[config.mk]
export PLATFORM = sky130hd
export DESIGN_NAME = core_data_req_buffer
export DESIGN_NICKNAME = d
export VERILOG_FILES = /design/src/rtl/core_data_req_buffer_pkg.sv /design/src/rtl/core_data_req_fifo.sv /design/src/rtl/core_data_req_buffer.sv
export SDC_FILE = /design/constraint.sdc
export NUM_CORES = 1
export LEC_CHECK = 0
export CAP_MARGIN = 10
export CELL_PAD_IN_SITES_DETAIL_PLACEMENT = 1
export CELL_PAD_IN_SITES_GLOBAL_PLACEMENT = 1
export CORE_MARGIN = 5
export CORE_UTILIZATION = 40
export CTS_CLUSTER_SIZE = 14
export DETAILED_ROUTE_END_ITERATION = 8
export DONT_BUFFER_PORTS = 1
export PLACE_DENSITY_LB_ADDON = 0.1
export SYNTH_ARGS = -nofsm -noshare
export SYNTH_HDL_FRONTEND = slang
export SYNTH_SLANG_ARGS = --single-unit
[constraint.sdc]
create_clock -name clk_i -period 5.3 [get_ports clk_i]
set_clock_uncertainty 0.15 [all_clocks]
set_input_delay 0.265 -clock clk_i [delete_from_list [all_inputs] [get_ports clk_i]]
set_output_delay 0.265 -clock clk_i [all_outputs]
set_load 0.05 [all_outputs]
[src/rtl/core_data_req_buffer_pkg.sv]
// Shared cluster types for the core data port.
// Request/response bundles, queued-entry type, outstanding default.
package core_data_req_buffer_pkg;

  localparam int unsigned CORE_DATA_MAX_OUTSTANDING = 4;

  typedef struct packed {
    logic        req;
    logic [31:0] add;
    logic        we;
    logic [31:0] data;
    logic [3:0]  be;
  } core_data_req_t;

  typedef struct packed {
    logic        gnt;
    logic [31:0] r_data;
    logic        r_valid;
  } core_data_rsp_t;

  typedef struct packed {
    logic [31:0] add;
    logic        we;
    logic [31:0] data;
    logic [3:0]  be;
  } req_entry_t;

endpackage

[src/rtl/core_data_req_fifo.sv]
// Request FIFO holding accepted core requests.
// Ports: clk_i, rst_i, i_push/i_data, i_pop, o_head, o_full, o_empty.
module core_data_req_fifo
  import core_data_req_buffer_pkg::*;
#(
  parameter int unsigned ReqDepth = 2
) (
  input  logic       clk_i,
  input  logic       rst_i,
  input  logic       i_push,
  input  req_entry_t i_data,
  input  logic       i_pop,
  output req_entry_t o_head,
  output logic       o_full,
  output logic       o_empty
);

  localparam int unsigned AW = (ReqDepth > 1) ? $clog2(ReqDepth) : 1;

  req_entry_t r_mem [ReqDepth];
  logic [AW:0] r_wptr;
  logic [AW:0] r_rptr;
  logic        w_wr;
  logic        w_rd;

  // Same index, different lap bit means the FIFO is full.
  assign o_empty = (r_wptr == r_rptr);
  assign o_full  = (r_wptr[AW] != r_rptr[AW]) &&
                   (r_wptr[AW-1:0] == r_rptr[AW-1:0]);

  assign w_wr   = i_push && !o_full;
  assign w_rd   = i_pop && !o_empty;
  assign o_head = r_mem[r_rptr[AW-1:0]];

  always_ff @(posedge clk_i) begin
    if (rst_i) begin
      r_wptr <= '0;
      r_rptr <= '0;
    end else begin
      if (w_wr) r_wptr <= r_wptr + 1'b1;
      if (w_rd) r_rptr <= r_rptr + 1'b1;
    end
  end

  always_ff @(posedge clk_i) begin
    if (w_wr) r_mem[r_wptr[AW-1:0]] <= i_data;
  end

endmodule

[src/rtl/core_data_req_buffer.sv]
// Decouples a core data port from the cluster interconnect.
// Ports: core_req_i/core_rsp_o (core), mem_req_o/mem_rsp_i (interconnect),
// outstanding_o, busy_o, err_unexp_rsp_o, err_clr_i.
module core_data_req_buffer
  import core_data_req_buffer_pkg::*;
#(
  parameter int unsigned ReqDepth       = 2,
  parameter int unsigned MaxOutstanding = CORE_DATA_MAX_OUTSTANDING,
  localparam int unsigned CntWidth      = $clog2(MaxOutstanding + 1)
) (
  input  logic                clk_i,
  input  logic                rst_i,
  input  core_data_req_t      core_req_i,
  output core_data_rsp_t      core_rsp_o,
  output core_data_req_t      mem_req_o,
  input  core_data_rsp_t      mem_rsp_i,
  output logic [CntWidth-1:0] outstanding_o,
  output logic                busy_o,
  output logic                err_unexp_rsp_o,
  input  logic                err_clr_i
);

  localparam logic [CntWidth-1:0] MaxCnt = CntWidth'(MaxOutstanding);

  req_entry_t          w_entry;
  req_entry_t          w_head;
  logic                w_full;
  logic                w_empty;
  logic                w_push;
  logic                w_pop;
  logic                w_issue;
  logic                w_can_issue;
  logic                w_rsp_ok;
  logic                w_unexp;
  logic [CntWidth-1:0] r_cnt;
  logic                r_rvalid;
  logic [31:0]         r_rdata;
  logic                r_err;

  assign w_entry = '{add:  core_req_i.add,
                     we:   core_req_i.we,
                     data: core_req_i.data,
                     be:   core_req_i.be};

  assign w_push = core_req_i.req && !w_full;

  // A response in this cycle frees a slot for an issue in this cycle.
  assign w_can_issue = (r_cnt < MaxCnt) || mem_rsp_i.r_valid;
  assign w_issue     = !w_empty && w_can_issue;
  assign w_pop       = w_issue && mem_rsp_i.gnt;
  assign w_rsp_ok    = mem_rsp_i.r_valid && (r_cnt != '0);
  assign w_unexp     = mem_rsp_i.r_valid && (r_cnt == '0);

  core_data_req_fifo #(
    .ReqDepth(ReqDepth)
  ) u_fifo (
    .clk_i  (clk_i),
    .rst_i  (rst_i),
    .i_push (w_push),
    .i_data (w_entry),
    .i_pop  (w_pop),
    .o_head (w_head),
    .o_full (w_full),
    .o_empty(w_empty)
  );

  always_comb begin
    mem_req_o = '0;
    if (w_issue) begin
      mem_req_o.req  = 1'b1;
      mem_req_o.add  = w_head.add;
      mem_req_o.we   = w_head.we;
      mem_req_o.data = w_head.data;
      mem_req_o.be   = w_head.be;
    end
  end

  assign core_rsp_o = '{gnt:     !w_full,
                        r_data:  r_rdata,
                        r_valid: r_rvalid};

  assign outstanding_o   = r_cnt;
  assign busy_o          = !w_empty || (r_cnt != '0);
  assign err_unexp_rsp_o = r_err;

  always_ff @(posedge clk_i) begin
    if (rst_i) begin
      r_cnt <= '0;
    end else begin
      case ({w_pop, w_rsp_ok})
        2'b10: if (r_cnt < MaxCnt) r_cnt <= r_cnt + 1'b1;
        2'b01: r_cnt <= r_cnt - 1'b1;
        default: ;
      endcase
    end
  end

  always_ff @(posedge clk_i) begin
    if (rst_i) begin
      r_rvalid <= 1'b0;
      r_rdata  <= '0;
    end else begin
      r_rvalid <= mem_rsp_i.r_valid;
      if (mem_rsp_i.r_valid) r_rdata <= mem_rsp_i.r_data;
    end
  end

  always_ff @(posedge clk_i) begin
    if (rst_i) r_err <= 1'b0;
    else if (w_unexp) r_err <= 1'b1;
    else if (err_clr_i) r_err <= 1'b0;
  end

endmodule

## Word-level counts from Yosys, hierarchy flattened

Memory sizes are Yosys's and may differ from the RTL's. A register that Yosys moved wholly into a read port is not among the register bits.
Index checks and enable logic that the tools add are counted.

| operators by class | value |
|---|---|
| $lt $le $gt $ge | 1 |
| reduce and logical (&&, ||, !) cells | 17 |
| equality and inequality tests | 6 |
| add/subtract/negate cells | 4 |
| mux-type cells | 9 |

Operators by type and width:

| cell | count |
|---|---|
| $mux W70 | 1 |
| $logic_and A1 B1 Y1 | 8 |
| $mux W1 | 6 |
| $pmux W3 S2 | 1 |
| $add A2 B1 Y2 const B | 2 |
| $reduce_bool A2 Y1 | 2 |
| $add A3 B1 Y3 const B | 1 |
| $logic_not A3 Y1 | 1 |
| $lt A3 B3 Y1 const B | 1 |
| $mux W3 | 1 |
| $reduce_bool A3 Y1 | 1 |
| $sub A3 B1 Y3 const B | 1 |
| $eq A2 B1 Y1 const B | 1 |
| $eq A2 B2 Y1 | 1 |
| $eq A2 B2 Y1 const B | 1 |
| $logic_not A1 Y1 | 2 |
| $logic_or A1 B1 Y1 | 2 |
| $ne A2 B2 Y1 const B | 1 |
| $reduce_and A2 Y1 | 1 |
| $eq A1 B1 Y1 | 1 |
| $ne A1 B1 Y1 | 1 |

| storage, ports and cells | value |
|---|---|
| logic and storage cells | 44 |
| memories | 1 |
| input bits | 107 |
| memory bits (writable) | 138 |
| bits in registers | 41 |
| output and inout port bits | 109 |

Memory list:

| memory | words | bits a word | rd ports | clocked after memory_dff | wr ports | line | source |
|---|---|---|---|---|---|---|---|
| u_fifo.r_mem | 2 | 69 | 1 | 1 | 1 | core_data_req_fifo.sv:20 | `req_entry_t r_mem [ReqDepth];` |

## Logic depth before layout (Yosys ltp)

| depth | value |
|---|---|
| depth in word-level cells | 7 |
| mapped depth | 8 |
| gate-level depth less buffers | 7 |

## Hierarchy

Synthesis repeated with hierarchy kept, for this count alone.

| second synthesis, totals | value |
|---|---|
| cell total of the unflattened synthesis | 470 |
| area total of the unflattened synthesis | 7180.6 um^2 |

Modules (own cells, without submodules):

| module | instances | seq. area each (um^2) | cells an instance | area an instance (um^2) |
|---|---|---|---|---|
| core_data_req_fifo | 1 | 4244.1 | 248 | 5253.8 |
| core_data_req_buffer | 1 | 740.7 | 222 | 1926.8 |

## Least setup slack after synthesis

OpenSTA, ideal clock, no wires.

| timing path | value |
|---|---|
| path type | reg2reg |
| from | register u_fifo.r_wptr[0] |
| to | memory u_fifo.r_mem[0][0] in the netlist's numbering (enable) |
| path buffers | 1 |
| data required time | 4653 ps |
| stages on the path, launching flop included | 5 |
| period minus slack after synthesis | 4381 ps |
| path slack | 919 ps |
| library setup time | 497 ps |
| arrival time | 3735 ps |
| path through | dfxtp_1 -> buf_2 -> xor2_2 -> o21ai_0 -> nor2_1 |

| between the ends | value |
|---|---|
| word-level cells in the longest chain between the ends | 7 |

Ends and longest elaborated chain:

| element | line | source |
|---|---|---|
| start: declaration | core_data_req_fifo.sv:21 | `logic [AW:0] r_wptr;` |
| start signal: assignment | core_data_req_fifo.sv:40 | `if (w_wr) r_wptr <= r_wptr + 1'b1;` |
| $eq A1 B1 Y1 | core_data_req_fifo.sv:29 | `(r_wptr[AW-1:0] == r_rptr[AW-1:0]);` |
| $logic_and A1 B1 Y1 | core_data_req_fifo.sv:28 | `assign o_full = (r_wptr[AW] != r_rptr[AW]) &&` |
| $logic_not A1 Y1 | core_data_req_fifo.sv:31, core_data_req_buffer.sv:45 |  |
| $logic_and A1 B1 Y1 | core_data_req_buffer.sv:45 | `assign w_push = core_req_i.req && !w_full;` |
| $logic_and A1 B1 Y1 | core_data_req_fifo.sv:31 | `assign w_wr = i_push && !o_full;` |
| $mux W1 | core_data_req_fifo.sv:46 | `if (w_wr) r_mem[r_wptr[AW-1:0]] <= i_data;` |
| $mux W1 (not written as such) | core_data_req_fifo.sv:46 |  |
| end: declaration | core_data_req_fifo.sv:20 |  |

Parallel ways exist; a longest one is shown, timed or not.

==> results.sh <==
export IMPL_fin_crit_sh=0.596
export IMPL_via_per_inst=4.92
export IMPL_hold_path_class="input pin to flip-flop"
export IMPL_hold_viol=0
export IMPL_slew_violations=0
export IMPL_worstPathMaxFanout=43
export IMPL_worstMarginPinSlew_ps=1060
export IMPL_grt_pass1_wl_um=24600
export IMPL_pre_cts_slack_ps=2510
export IMPL_grt_overflow=0
export IMPL_grt_pass1_vias=4582
export IMPL_cts_root_buffer="clkbuf_16"
export IMPL_synth_top_area_frac=0.605
export IMPL_start_util=0.410
export IMPL_clk_latency_ps=420
export IMPL_final_cell_mix="edfxtp_1, dlygate4sd3_1, nor2_1"
export IMPL_status="finished, final reports clean"
export IMPL_routabilityCongestion=0.677
export IMPL_p_leak_nw=3.18
export IMPL_io_pins=216
export IMPL_syn_area_per_cell_um2=14.9
export IMPL_syn_area_um2=6850
export IMPL_area_delta_synth_final_pct=31.2
export IMPL_die_h_um=141
export IMPL_power_density_nw_per_um2=600
export IMPL_r2r_end="outstanding_o[1]"
export IMPL_ff2ff_path_depth=6
export IMPL_drive_above_1_share=0.0759
export IMPL_cap_violations=0
export IMPL_critPathLaunch="outstanding_o[2]"
export IMPL_portBuffers=0
export IMPL_period_needed_ps=3160
export IMPL_die_w_um=141
export IMPL_dr_pass1_iters=4
export IMPL_dieArea_um2=19800
export IMPL_drt_total_wl_um=15900
export IMPL_rows=47
export IMPL_drt_iter0_drc=151
export IMPL_cts_clk_slew_worst_paths_ps=60
export IMPL_critPathArrivalTime_ps=2740
export IMPL_grt_setup_unrepaired="false"
export IMPL_numCtsBuffers=17
export IMPL_setup_viol=0
export IMPL_ys_seq_area_frac=0.728
export IMPL_required_ps=4890
export IMPL_synth_top_cell_by_area="edfxtp_1"
export IMPL_hpwl_um=9760
export IMPL_htree_levels=4
export IMPL_synth_cell_types=31
export IMPL_crit_end="mem_req_o[48]"
export IMPL_nets=688
export IMPL_fmax_ghz=0.317
export IMPL_syn_inst=459
export IMPL_postCtsSetupBuffers=0
export IMPL_ys_top_cells_by_area="edfxtp_1, mux2i_1, dfxtp_1, nor2_1, buf_2"
export IMPL_relSlewSlack=0.289
export IMPL_drc_errors=0
export IMPL_core_um2=16700
export IMPL_hold_depth=3
export IMPL_peakVddDrop_mv=0.374
export IMPL_yosys_warnings=0
export IMPL_cts_num_sinks=180
export IMPL_clk_path_buf_depth=2
export IMPL_crit_type="flip-flop to output pin"
export IMPL_layout_commonest_cell="edfxtp_1"
export IMPL_avgRoutedWirePerCell_um=19.6
export IMPL_vias=3996
export IMPL_fin_setup_tns_ps=0
export IMPL_end_kind="output pin"
export IMPL_n_antenna_cell=0
export IMPL_antenna_found_initial=0
export IMPL_antenna_left=0
export IMPL_track_usage=0.162
export IMPL_timing_final_ws_setup_ps=2140
export IMPL_rr_startpoint="outstanding_o[2]"
export IMPL_synth_nets=567
export IMPL_grt_max_degree=46
export IMPL_synth_seq_cells=180
export IMPL_total_power_w=0.00539
export IMPL_crit_path_start_kind="flip-flop"
export IMPL_ff2ff_setup_slack_ps=2550
export IMPL_cts_tree="built"
-- layer usage --
layer / up-vias / track usage / wire [µm]
met4: 0 / 0.0535 / 232
met1: 1957 / 0.172 / 5950
met2: 141 / 0.293 / 8420
met3: 16 / 0.0630 / 1300
li1: 1882 / - / -
met5: - / 0 / 0
-- timing repair --
action	CTS	global route
endpoints found under the hold margin	180	0
hold buffers	125	0
setup endpoints to repair	0	0
resized for setup	0	0
-- worst min path at each step --
stage,from,endpoint
after floorplan,core_req_i[0],u_fifo.r_mem[0][0]
after global placement,rst_i,flip-flop
after detailed placement,rst_i,flip-flop
after CTS,mem_rsp_i[0],outstanding_o[2]
after global routing,mem_rsp_i[0],outstanding_o[2]
final,mem_rsp_i[0],outstanding_o[2]
-- power by group --
part,leakage (nW),switching [W],internal [W]
clock network,0.318,0.000529,0.000835
registers,1.64,0.000238,0.00172
logic,1.23,0.00167,0.000395
total,3.18,0.00244,0.00295
-- cell type report --
class | instances | area, µm²
clock buffer | 21 | 504
fill | 1597 | 7710
multi-input combinational | 247 | 1740
timing repair buffer | 129 | 1300
clock inverter | 11 | 156
tap | 220 | 275
sequential | 180 | 4990
inverter | 5 | 20.0
-- kinds of logic (layout without fill, tap and decap cells) --
kind of cell,after synthesis,in the layout,share of synthesized area
DFF,180,180,0.728
xor gates and xnor gates,8,8,0.0144
adders and majority gates,1,1,0.00292
buffers and inverters,32,166,0.0214
and+or+nand+nor,125,125,0.0732
muxes,101,101,0.148
AOI/OAI and AO/OA,12,12,0.0130
-- cells in the mapped netlist --
master    number
edfxtp_1     138
nor2_1       109
mux2i_1      101
dfxtp_1       42
buf_2         15
clkbuf_1      10
inv_1          5
nand2_1        4
a21oi_1        3
o21ai_0        3
xnor2_1        3
buf_4          2
nor2b_1        2
nor3_1         2
o211ai_1       2
xor2_1         2
xor2_2         2
a311oi_1       1
fa_1           1
nand2b_1       1
nand3_1        1
nand3b_1       1
nor3b_1        1
o211ai_4       1
o21ai_1        1
o31a_1         1
or2_2          1
or3_1          1
or3b_2         1
or4_1          1
xnor3_1        1
-- stage by stage --
| stage | cells | cell area (µm²) | hold slack, ps | utilization |
|---|---|---|---|---|
| detailed placement | 656 | 7070 | 185 | 0.423 |
| finish | 813 | 8990 | 31.0 | 0.538 |
| CTS | 813 | 8990 | 1.17 | 0.538 |
| global placement | 656 | 7070 | 186 | 0.423 |
| floorplan | 459 | 6850 | 214 | - |
| global route | 813 | 8990 | 25.3 | 0.538 |
-- sequential cells by signal, indices dropped and copies added, names as in the netlist, named ones only --
signal and flops:
r_rvalid 1, err_unexp_rsp_o 1, u_fifo.r_wptr 2, r_rdata 32, outstanding_o 3, u_fifo.r_mem 138, u_fifo.r_rptr 2
-- worst max-delay path, cell delays in order (launching register included) --
cell and delay (ps):
dfxtp_1 770, nand2b_1 290, o21ai_4 340, buf_4 520, nor2_1 350
Note: power is estimated with default switching activity, not from simulation.
